[config.mk]
export PLATFORM = sky130hd
export DESIGN_NAME = param_sync_fifo
export DESIGN_NICKNAME = d
export VERILOG_FILES = /design/src/rtl/param_sync_fifo.sv
export SDC_FILE = /design/constraint.sdc
export NUM_CORES = 1
export LEC_CHECK = 0
export CAP_MARGIN = 30
export CELL_PAD_IN_SITES_DETAIL_PLACEMENT = 1
export CELL_PAD_IN_SITES_GLOBAL_PLACEMENT = 1
export CORE_ASPECT_RATIO = 0.9
export CORE_MARGIN = 5
export CORE_UTILIZATION = 26
export CTS_BUF_LIST = sky130_fd_sc_hd__clkbuf_4 sky130_fd_sc_hd__clkbuf_8
export CTS_CLUSTER_DIAMETER = 100
export DETAILED_ROUTE_END_ITERATION = 12
export PLACE_DENSITY_LB_ADDON = 0.1
export SYNTH_ARGS = -nofsm -noshare
export SYNTH_HDL_FRONTEND = slang
export SYNTH_SLANG_ARGS = --single-unit
[constraint.sdc]
create_clock -name clk -period 2.15 [get_ports clk]
set_input_delay 0.215 -clock clk [delete_from_list [all_inputs] [get_ports clk]]
set_output_delay 0.215 -clock clk [all_outputs]
set_load 0.02 [all_outputs]
[src/rtl/param_sync_fifo.sv]
// Parametrised single-clock FIFO with occupancy count, almost-full/almost-empty flags and sticky error flags.
// Defining FIFO_FWFT_EN selects first-word-fall-through reads; otherwise reads have 1-cycle registered latency.
module param_sync_fifo #(
  parameter int WIDTH    = 8,
  parameter int DEPTH    = 8,
  parameter int AF_LEVEL = DEPTH - 2,
  parameter int AE_LEVEL = 2
) (
  input  logic                         clk,
  input  logic                         rst,
  input  logic                         wr_en,
  input  logic [WIDTH-1:0]             data_in,
  input  logic                         rd_en,
  output logic [WIDTH-1:0]             data_out,
  output logic                         full,
  output logic                         empty,
  output logic                         almost_full,
  output logic                         almost_empty,
  output logic [$clog2(DEPTH+1)-1:0]   count,
  output logic                         overflow,
  output logic                         underflow,
  input  logic                         err_clr
);

  localparam int CW = $clog2(DEPTH + 1);
  localparam int PW = $clog2(DEPTH);
  localparam logic [CW-1:0] CNT_ONE  = CW'(1);
  localparam logic [CW-1:0] CNT_FULL = CW'(DEPTH);
  localparam logic [PW-1:0] PTR_ONE  = PW'(1);
  localparam logic [PW-1:0] PTR_LAST = PW'(DEPTH - 1);

  logic [WIDTH-1:0] mem_q [DEPTH];
  logic [PW-1:0]    wr_ptr_q, wr_ptr_d;
  logic [PW-1:0]    rd_ptr_q, rd_ptr_d;
  logic [CW-1:0]    count_q, count_d;
  logic             overflow_q, overflow_d;
  logic             underflow_q, underflow_d;
  logic             wr_acc, rd_acc;

  // Flags decode only the count register, so they are clean right after the edge.
  assign full         = (count_q == CNT_FULL);
  assign empty        = (count_q == '0);
  assign almost_full  = (int'(count_q) >= AF_LEVEL);
  assign almost_empty = (int'(count_q) <= AE_LEVEL);
  assign count        = count_q;
  assign overflow     = overflow_q;
  assign underflow    = underflow_q;

  // A write into a full FIFO is still accepted when a read frees a slot that same edge.
  assign rd_acc = rd_en && !empty;
  assign wr_acc = wr_en && (!full || rd_acc);

  always_comb begin
    wr_ptr_d = wr_ptr_q;
    rd_ptr_d = rd_ptr_q;
    count_d  = count_q;
    if (wr_acc) wr_ptr_d = (wr_ptr_q == PTR_LAST) ? '0 : wr_ptr_q + PTR_ONE;
    if (rd_acc) rd_ptr_d = (rd_ptr_q == PTR_LAST) ? '0 : rd_ptr_q + PTR_ONE;
    case ({wr_acc, rd_acc})
      2'b10:   count_d = count_q + CNT_ONE;
      2'b01:   count_d = count_q - CNT_ONE;
      default: count_d = count_q;
    endcase
  end

  // Clear first so a same-cycle error event overrides err_clr.
  always_comb begin
    overflow_d  = overflow_q;
    underflow_d = underflow_q;
    if (err_clr) begin
      overflow_d  = 1'b0;
      underflow_d = 1'b0;
    end
    if (wr_en && full && !rd_en) overflow_d  = 1'b1;
    if (rd_en && empty)          underflow_d = 1'b1;
  end

  always_ff @(posedge clk or posedge rst) begin
    if (rst) begin
      wr_ptr_q    <= '0;
      rd_ptr_q    <= '0;
      count_q     <= '0;
      overflow_q  <= 1'b0;
      underflow_q <= 1'b0;
    end else begin
      wr_ptr_q    <= wr_ptr_d;
      rd_ptr_q    <= rd_ptr_d;
      count_q     <= count_d;
      overflow_q  <= overflow_d;
      underflow_q <= underflow_d;
    end
  end

  always_ff @(posedge clk) begin
    if (wr_acc) mem_q[wr_ptr_q] <= data_in;
  end

`ifdef FIFO_FWFT_EN
  assign data_out = empty ? '0 : mem_q[rd_ptr_q];
`else
  logic [WIDTH-1:0] data_out_q, data_out_d;

  always_comb begin
    data_out_d = data_out_q;
    if (rd_acc) data_out_d = mem_q[rd_ptr_q];
  end

  always_ff @(posedge clk or posedge rst) begin
    if (rst) data_out_q <= '0;
    else     data_out_q <= data_out_d;
  end

  assign data_out = data_out_q;
`endif

endmodule

* Word level (Yosys, flattened, before mapping)
Memories as Yosys holds them, arrays and structs flattened. A register that Yosys moved wholly into a read port is not among the register bits. Cells that the tools add are included.
Operators by class: reductions and logical operators 13, eq/ne operators 5, order comparisons 2, muxes and demuxes 8, add/sub/neg operators 4
Operator list (number):
- case mux 4 bit (2 select lines) | 1
- adder 3 x 1 -> 3 bit, second input constant | 2
- equality test 3 bit, second input constant | 2
- two-way mux 3 bit | 2
- nonzero test 2 bit | 3
- logical AND 1 bit | 5
- two-way mux 1 bit | 5
- adder 4 x 1 -> 4 bit, second input constant | 1
- equality test 4 bit, second input constant | 1
- >= comparator 4 x 3 -> 1 bit, second input constant | 1
- less-or-equal comparator 4 x 2 -> 1 bit, second input constant | 1
- zero test 4 bit | 1
- subtractor 4 x 1 -> 4 bit, second input constant | 1
- zero test 1 bit | 3
- equality test 2 x 1 -> 1 bit, second input constant | 1
- equality test 2 bit, second input constant | 1
- logical OR 1 bit | 1
Word-level totals: input bits 13, memories 1, logic and storage cells 38, memory bits (writable) 64, flip-flop bits (word level) 12
Memory list:
- mem_q | words 8, bits a word 8, read ports 1, clocked after memory_dff 1, wr ports 1, line 32 | logic [WIDTH-1:0] mem_q [DEPTH];

* Depth between registers and ports, before layout
Gate-level depths: netlist of the first run.
word-level depth 7, mapped depth 9, mapped depth without buffers 8

* Worst setup path before layout of the first run
No wires, ideal clock.
kind register -> register, start point reg count_q[1], in the netlist count[1], end point reg count_q[2], in the netlist count[2], stages on the path, launching flop included 9, data required time 2.064 ns, setup time 0.086 ns, period minus slack after synthesis 2.492 ns, arrival time 2.406 ns, setup slack -0.342 ns, cells stage by stage dfrtp_1 nor4_4 nor3_1 a21o_1 ha_1 nor3b_1 mux2_2 and3_1 nor3_1
Between the ends: cells in the longest elaborated chain, start to end 7, elaborated cells between the ends (all ways) 13, classes of those cells 2 x add/sub; 3 x eq/ne; 1 x mux; 7 x reduce/logical
Ends and longest elaborated chain:
- from (decl) | line 35 | logic [CW-1:0] count_q, count_d;
- from (signal assigned) | line 88 | count_q <= count_d;
- zero test 4 bit * | line 42 | assign empty = (count_q == '0);
- named net empty | line 16 | output logic empty,
- zero test 1 bit * | line 50 | assign rd_acc = rd_en && !empty;
- logical AND 1 bit * | line 50
- logical OR 1 bit | line 51 | assign wr_acc = wr_en && (!full || rd_acc);
- logical AND 1 bit | line 51
- equality test 2 x 1 -> 1 bit or equality test 2 bit (tied branches) | line 59 | case ({wr_acc, rd_acc})
- case mux 4 bit (2 select lines) or nonzero test 2 bit (tied branches)
The timed path passes the listed nets; every way through them passes the cells marked *. A chain may end at the register's enable or synchronous reset.

* Worst setup path in the final report of the first run
start point reg count_q[1], in the netlist count[1], end point reg count_q[2], in the netlist count[2]
Between the ends: cells in the longest elaborated chain, start to end 7, elaborated cells between the ends (all ways) 13, classes of those cells 2 x add/sub; 3 x eq/ne; 1 x mux; 7 x reduce/logical
Ends and longest elaborated chain (line):
- zero test 4 bit | 42
- zero test 1 bit | 50
- logical AND 1 bit | 50
- logical OR 1 bit | 51
- logical AND 1 bit | 51
- equality test 2 x 1 -> 1 bit or equality test 2 bit (tied branches) | 59
- case mux 4 bit (2 select lines) or nonzero test 2 bit (tied branches)
Parallel ways exist; a longest one is shown, timed or not.

==> results list, run 1 <==
- The synthesized design contains 64 enable-type register cells.
- Final number of hold-violating endpoints: 0
- After layout, the minimum clock period comes to roughly 2.0 ns.
* GPL Wtd Cong: around 0.73
- Core Region: 13500 µm²
* Worst reg2reg startpoint: count[1]
- At the worst endpoint, the arrival time is roughly 2.3 ns.
- Number of warnings reported in the yosys synthesis log: 0
- For flop-to-flop paths, the worst setup slack is around 0.15 ns.
* Worst-skew pair later-pin latency: roughly 0.35 ns
- # placed instances: roughly 450
- After detailed routing, the average wire length per cell comes to ~18 µm.
- Post-route DRC: 0
- For this run, asynchronously set or reset flops after synthesis account for 0.238.
* Pin count of the biggest net entering global routing: 36
* Run status: completed
- The setup path with the least slack is of type flip-flop to flip-flop.
- Path category of the worst min-delay check: input port to async pin
- Full die area: around 16000 µm²
* Critical path endpoint category: flip-flop
- Final-layout setup total negative slack: 0 ns
* Max rail drop VDD: slightly below 0.6 mV
- Remaining global-route overflow: 0
* Final Routed Wirelength: 8.58 mm
- Global router's overall resource usage: 0.111
* Cell Rows: 40
- Average via count per standard cell: 4.77
- The die is 122 µm tall.
- DRT iter0 DRCs: 94
- 0 antenna diodes ended up in the layout.
- Seq/Total Area, Yosys: 0.671
- Slew at the pin closest to its max-slew limit: between 0.4 and 0.5 ns
* Count of endpoints failing setup in the final report: 0
- Starting utilization of the core area: 0.268
- The analysis attributes to cell leakage a power of roughly 1.7 nW.
- Clock slew at reported path FFs: 0.09 ns
* Number of CTS-inserted buffers: 9
- The count of buffers added on input and output ports is 30.
- Max-cap violations in this run came to 0.
* Period utilization: 0.932
- Post-Synthesis Cell Area: ~3600 µm²
- STA puts the critical path data required time at 2.43 ns.
- Post-CTS setup-driven buffer insertion count: 0
- The number of global-route vias before repair came to ~2400.
- Headroom to the max-slew limit came out at 0.686.
- Before antenna repair, the detailed router went through 4 iterations.
- Max Clock Skew: 0.00994 ns
- Nets in the synthesized netlist: 256
- Launch point of the worst path: count[1]
- Cell at the root of the clock tree: sky130_fd_sc_hd__clkbuf_8
- #FFs+latches synth: 84
- Number of antenna violations at the first check in global routing: 0
- The first global-routing pass estimated 13.6 mm of wire.
* Setup repair after global routing missed its margin: false
- Clock tree from TritonCTS: done
- Each instance of the synthesized netlist takes up on average about 15 µm².
- Measured in cells, the most critical reg-to-reg path has a length of 8.
* Floorplan die width: around 130 µm
- For this design, the sink count on the clock tree is between 80 and 90.
- ANT nets after route: 0
- Via count: around 2200
- Number of H-tree branching levels: 3
- Clock buffer depth: 2
* Startpoint kind of the worst setup timing path: flip-flop
* PD cells: approximately 1300 nW/µm²
- The number of max-slew violations in the final report came to 0.
- Layout cell share with drive strength beyond 1: 0.269
* Maximum net fanout on the critical path: 2
- The endpoint identified for the worst register-to-register timing path is count[2].
* Post-layout net count: 314
- Most instantiated flip-flop cell in the synthesis netlist: sky130_fd_sc_hd__edfxtp_1
* Unique masters post-synth: 42
* Detailed-placement wirelength estimate: 5.77 mm
- Synthesis produced about 240 cells.
- Leaving out filler cells and counting taps, the final layout contains 469.
- Boundary pin count: 31
- Hold is met by between 0.2 and 0.25 ns.
- Layout-stage area growth over the synthesis result: 25.1%
- Derived from the worst setup path, the maximum achievable clock frequency is ~500 MHz.
* Number of filler cells placed in the layout: roughly 1400
-- sequential cells by signal, summed over array words and instances (netlist names) --
register,count
mem_q,64
data_out,8
count,4
rd_ptr_q,3
wr_ptr_q,3
overflow,1
underflow,1
-- cell families (layout without fill, tap and decap cells) --
group | after synthesis | count (layout) | share of synthesized area
DFF | 84 | 84 | 0.671
AOI/OAI and AO/OA | 47 | 47 | 0.101
and+or+nand+nor | 47 | 47 | 0.0707
muxes | 36 | 36 | 0.109
buffers and inverters | 18 | 81 | 0.0288
adders and majority gates | 5 | 5 | 0.0173
xor gates and xnor gates | 1 | 1 | 0.00243
-- critical path: stages, from the launching register on --
cell and delay, ns:
sky130_fd_sc_hd__dfrtp_1 0.41, sky130_fd_sc_hd__nor4_4 0.31, sky130_fd_sc_hd__nor3_1 0.07, sky130_fd_sc_hd__a21o_1 0.18, sky130_fd_sc_hd__ha_4 0.17, sky130_fd_sc_hd__nor3b_4 0.21
sky130_fd_sc_hd__mux2_4 0.32, sky130_fd_sc_hd__and3_4 0.18, sky130_fd_sc_hd__nor3_2 0.08
-- layout by cell type, fill, tap and decap left out, types with 9 or more instances in the layout --
| master | count |
|---|---|
| sky130_fd_sc_hd__buf_4 | 30 |
| sky130_fd_sc_hd__clkbuf_8 | 9 |
| sky130_fd_sc_hd__clkdlybuf4s50_1 | 27 |
| sky130_fd_sc_hd__dfrtp_1 | 17 |
| sky130_fd_sc_hd__edfxtp_1 | 64 |
| sky130_fd_sc_hd__mux2_2 | 17 |
| sky130_fd_sc_hd__mux2i_1 | 16 |
| sky130_fd_sc_hd__nand2_1 | 13 |
| sky130_fd_sc_hd__o22ai_1 | 10 |
-- synthesized netlist by cell type (3+ instances only) --
| master | instances | area share |
|---|---|---|
| sky130_fd_sc_hd__a22o_1 | 4 | 0.0097 |
| sky130_fd_sc_hd__nand2b_1 | 8 | 0.014 |
| sky130_fd_sc_hd__buf_6 | 3 | 0.0094 |
| sky130_fd_sc_hd__o22ai_1 | 10 | 0.017 |
| sky130_fd_sc_hd__o21ai_1 | 8 | 0.011 |
| sky130_fd_sc_hd__nor3_1 | 9 | 0.012 |
| sky130_fd_sc_hd__mux2i_1 | 16 | 0.044 |
| sky130_fd_sc_hd__dfrtp_1 | 20 | 0.14 |
| sky130_fd_sc_hd__edfxtp_1 | 64 | 0.53 |
| sky130_fd_sc_hd__a221o_1 | 8 | 0.022 |
| sky130_fd_sc_hd__nand2_1 | 13 | 0.014 |
| sky130_fd_sc_hd__a21o_1 | 3 | 0.0062 |
| sky130_fd_sc_hd__buf_2 | 5 | 0.0069 |
| sky130_fd_sc_hd__mux2_2 | 18 | 0.056 |
| sky130_fd_sc_hd__ha_1 | 5 | 0.017 |
| sky130_fd_sc_hd__clkbuf_1 | 3 | 0.0031 |
| sky130_fd_sc_hd__nor2_1 | 5 | 0.0052 |
| sky130_fd_sc_hd__inv_1 | 4 | 0.0042 |
-- report_power, final --
part | internal (mW) | switching, mW | leakage (nW)
clock | 0.531 | 0.568 | 0.0968
sequential | 2.10 | 0.207 | 0.823
combinational | 1.17 | 1.29 | 0.769
-- final cells by class --
cell class / count / area, µm² / share of cell area
tap: 168 / 210 / 0.0465
multi-input combinational: 136 / 1130 / 0.250
clock buffer: 9 / 124 / 0.0274
timing repair buffer: 61 / 549 / 0.122
clock inverter: 7 / 65.1 / 0.0144
inverter: 4 / 15.0 / 0.00332
sequential: 84 / 2430 / 0.537
-- per-stage QoR --
step	util	setup WS [ns]	area (µm²)	total power, mW
global route	0.336	0.0175	4520	6.28
CTS	0.335	0.0111	4510	6.00
global placement	0.321	-0.00881	4330	4.84
detailed placement	0.321	-0.104	4330	4.87
finish	0.336	0.146	4520	5.86
floorplan	-	-0.129	3650	3.91
-- how the worst max path moves through the flow --
| stage | end | slack, ns | cells past startpoint |
|---|---|---|---|
| after global routing | count[2] | 0.02 | 8 |
| after CTS | empty | 0.01 | 3 |
| after global placement | count[2] | -0.009 | 9 |
| after detailed placement | count[2] | -0.10 | 8 |
| final | count[2] | 0.15 | 8 |
| after floorplan | count[2] | -0.13 | 8 |
-- layer usage --
metal	share of wire	GRT usage	up-vias	routed length, µm
met5	0	0	-	0
met2	0.48	0.177	32	4130
met4	0.0087	0.0299	0	75
met1	0.47	0.148	1155	4010
li1	-	-	1045	-
met3	0.042	0.0343	5	359
-- repair_timing --
| action | 4_1_cts | 5_1_grt |
|---|---|---|
| pin swaps | 0 | 2 |
| hold buffers | 0 | 0 |
| endpoints found under the setup margin | 1 | 3 |
| resized for setup | 1 | 2 |
(Power assumes the default switching activity.)
==> run 2: changes to the inputs <==
CORE_MARGIN = 2   (was 5)
==> results list, run 2 (synthesized netlist as in run 1, its figures left out) <==
* Peak clock frequency supported by timing: 483 MHz (-3.2%)
- The count of max-cap constraint violations came to 0 (unchanged).
- GPL Wtd Cong: 0.672 (-7.7%)
* Clock slew at reported path FFs: 0.08 ns (about the same)
- The layout cell share with drive strength beyond 1 is 0.248 (-0.0208).
- STA classifies the critical path startpoint as a flip-flop.
- Remaining global-route overflow: 0 (unchanged)
* Worst Path Buf+Inv: 2 (+2)
- The final standard cell utilization of the core came to 0.332 (-0.00400).
* Clock tree from TritonCTS: done
* Final critical delay including setup and external delays: 2.07 ns (+0.0666 ns)
- Via count: 2135 (-4.6%)
- Cts hold-fix bufs: 0 (unchanged)
- The top-level port count is 31 (unchanged).
- Diode count: 0 (unchanged)
* Number of global-route vias before repair: 2131 (-9.9%)
* Most flop-heavy register: mem_q
- Number of H-tree branching levels: 3 (unchanged)
- The routed wirelength normalized by instance count is 17.6 µm (-3.7%).
* Cell family with the largest share of critical-path delay: buffers and inverters
* Core Region: 13500 µm² (unchanged)
- Maximum net fanout on the critical path: 13 (+11)
* Leakage power total: 1.64 nW (-3.1%)
* Number of flip-flops in the largest register: 64 (unchanged)
* Average via count per standard cell: 4.62 (-3.1%)
- Number of CTS-inserted buffers: 9 (unchanged)
- The global-route wire length before repair is 12.7 mm (-6.6%).
- The worst setup path is of the flip-flop to output port kind.
- The final standard cell area without fillers was 4460 µm² (-1.2%).
* Max rail drop VDD: 0.319 mV (-46%)
* Final Routed Wirelength: 8.14 mm (-5.2%)
* Cell at the root of the clock tree: sky130_fd_sc_hd__clkbuf_8
- The buffer depth of the longest clock path is 2 (unchanged).
* Post-CTS setup-driven buffer insertion count: 0 (unchanged)
* Path category of the worst min-delay check: input port to async pin
* Detailed-placement wirelength estimate: 5.46 mm (-5.4%)
- The number of DRC markers after the initial detailed-route iteration came to 89 (-5.3%).
* Number of port buffers: 30 (unchanged)
- Cells resized by post-CTS repair: 2 (+1)
- The count of endpoints failing hold in the final timing report came to 0 (unchanged).
* Initial DRT Pass Iterations: 4 (unchanged)
- PD cells: 1320 nW/µm² (+1.4%)
* Worst-skew pair later-pin latency: 0.36 ns (about the same)
- Max Clock Skew: 0.0108 ns (+0.000859 ns)
* Number of antenna violations at the first check in global routing: 0 (unchanged)
* Launch point of the worst path: count[2]
- The flow ran to the end, and the final reports show no timing, DRC or antenna violations.
- Critical path endpoint category: output port
- The die extent in x was 128 µm (-4.5%).
- Stage delay of the slowest cell on the critical path: 0.63 ns (+0.22 ns)
* Total placed instance area: 4270 µm² (-1.4%)
- The vertical extent of the die is 116 µm (-4.9%).
- Leaving out fill and tap cells, the most frequent cells in the layout are sky130_fd_sc_hd__edfxtp_1 (64), sky130_fd_sc_hd__clkdlybuf4s50_1 (28), sky130_fd_sc_hd__buf_4 (23), sky130_fd_sc_hd__mux2_2 (17), sky130_fd_sc_hd__dfrtp_1 (17).
* Post-placement setup slack: -0.0544 ns (+0.0501 ns)
* Post-route DRC: 0 (unchanged)
- Period utilization: 0.963 (+0.0310)
- Required arrival time at the worst endpoint: 1.93 ns (-0.50 ns)
* Data arrival, critical path: 1.86 ns (-0.43 ns)
- Pin count of the biggest net entering global routing: 36 (unchanged)
* Layout-stage area growth over the synthesis result: 23.6%
- The global routing usage summed across all routing layers came to 0.118 (+0.00627).
- The slew at the pin with the worst max-slew slack came to 0.454 ns (-0.0170 ns).
* Clock sink count: 84 (unchanged)
* Starting utilization of the core area: 0.268 (unchanged)
- Max_slew headroom: 0.696 (+0.0107)
- Traced cell by cell, the critical path runs through buf_4 -> a211oi_1 -> clkdlybuf4s50_1.
- Worst reg2reg startpoint: count[0]
- Cell Rows: 40 (unchanged)
- ANT nets after route: 0 (unchanged)
- Most common cell after layout, fill and taps aside: sky130_fd_sc_hd__edfxtp_1
* Setup repair after global routing missed its margin: false
* Full die area: 14800 µm² (-9.2%)
- Post-layout net count: 307 (-2.2%)
- Slew Viols, Final: 0 (unchanged)
* Slowest CP cell: sky130_fd_sc_hd__clkdlybuf4s50_1
* Count of endpoints failing setup in the final report: 0 (unchanged)
- The slack of the critical path was 0.0792 ns (-0.0666 ns).
## run 2: changes by cell type in the layout (fill, tap and decap cells not counted)
cell / previous run / this run
sky130_fd_sc_hd__buf_4: 30 / 23
sky130_fd_sc_hd__clkdlybuf4s50_1: 27 / 28
sky130_fd_sc_hd__clkinv_1: 1 / 2
sky130_fd_sc_hd__clkinv_2: 3 / 1
sky130_fd_sc_hd__clkinvlp_4: 1 / 2
sky130_fd_sc_hd__dlymetal6s2s_1: 2 / 1
sky130_fd_sc_hd__nor4_1: 0 / 1
sky130_fd_sc_hd__nor4_2: 1 / 0
sky130_fd_sc_hd__nor4b_1: 1 / 0
sky130_fd_sc_hd__nor4b_2: 0 / 1
## run 2: worst min-delay path: cells and delay by family
kind	cells	cell delay, ns
buffers and inverters	3	0.73
## run 2: routing by layer
metal | global-route usage | vias to the layer above | part of all wire
li1 | - | 1025 | -
met1 | 0.176 | 1060 | 0.52
met2 | 0.164 | 39 | 0.42
met3 | 0.0323 | 11 | 0.042
met4 | 0.0374 | 0 | 0.013
met5 | 0 | - | 0
## run 2: worst paths after layout
| path | slack (ns) | endpoint | depth (start not counted) |
|---|---|---|---|
| worst max-delay path | 0.08 | almost_empty | 3 |
| worst min-delay path | 0.19 | data_out[5] | 3 |
| worst max register to register | 0.09 | count[2] | 8 |
| worst min register to register | 0.49 | data_out[4] | 2 |
| max in group asynchronous | 1.71 | count[2] | 3 |
| min in group clk | 0.49 | data_out[4] | 2 |
## run 2: where the power goes
part / internal (mW) / leakage, nW / switching (mW) / total [mW]
logic: 1.15 / 0.723 / 1.28 / 2.43
clock network: 0.531 / 0.0907 / 0.596 / 1.13
registers: 2.10 / 0.823 / 0.224 / 2.32
total: 3.78 / 1.64 / 2.10 / 5.88
## run 2: final cells by class
cell class	count	area, µm²
clock buffer	9	124
multi-input combinational	136	1130
fill	1413	9000
timing repair buffer	54	494
clock inverter	7	66.3
sequential	84	2430
inverter	4	15.0
tap	168	210
## run 2: metrics by stage
stage	hold slack (ns)	TNS, ns	std cells	power (mW)
floorplan	0.179	-0.129	238	3.91
global placement	0.470	0	446	4.78
detailed placement	0.479	-0.0544	446	4.83
CTS	0.192	0	462	5.96
global route	0.233	0	462	6.23
finish	0.189	0	462	5.88
==> run 3: changes to the inputs <==
SLEW_MARGIN = 15   (was not set)
==> results of run 3 <==
Same layout as run 2: the final DEF is identical, and so are final timing and power.
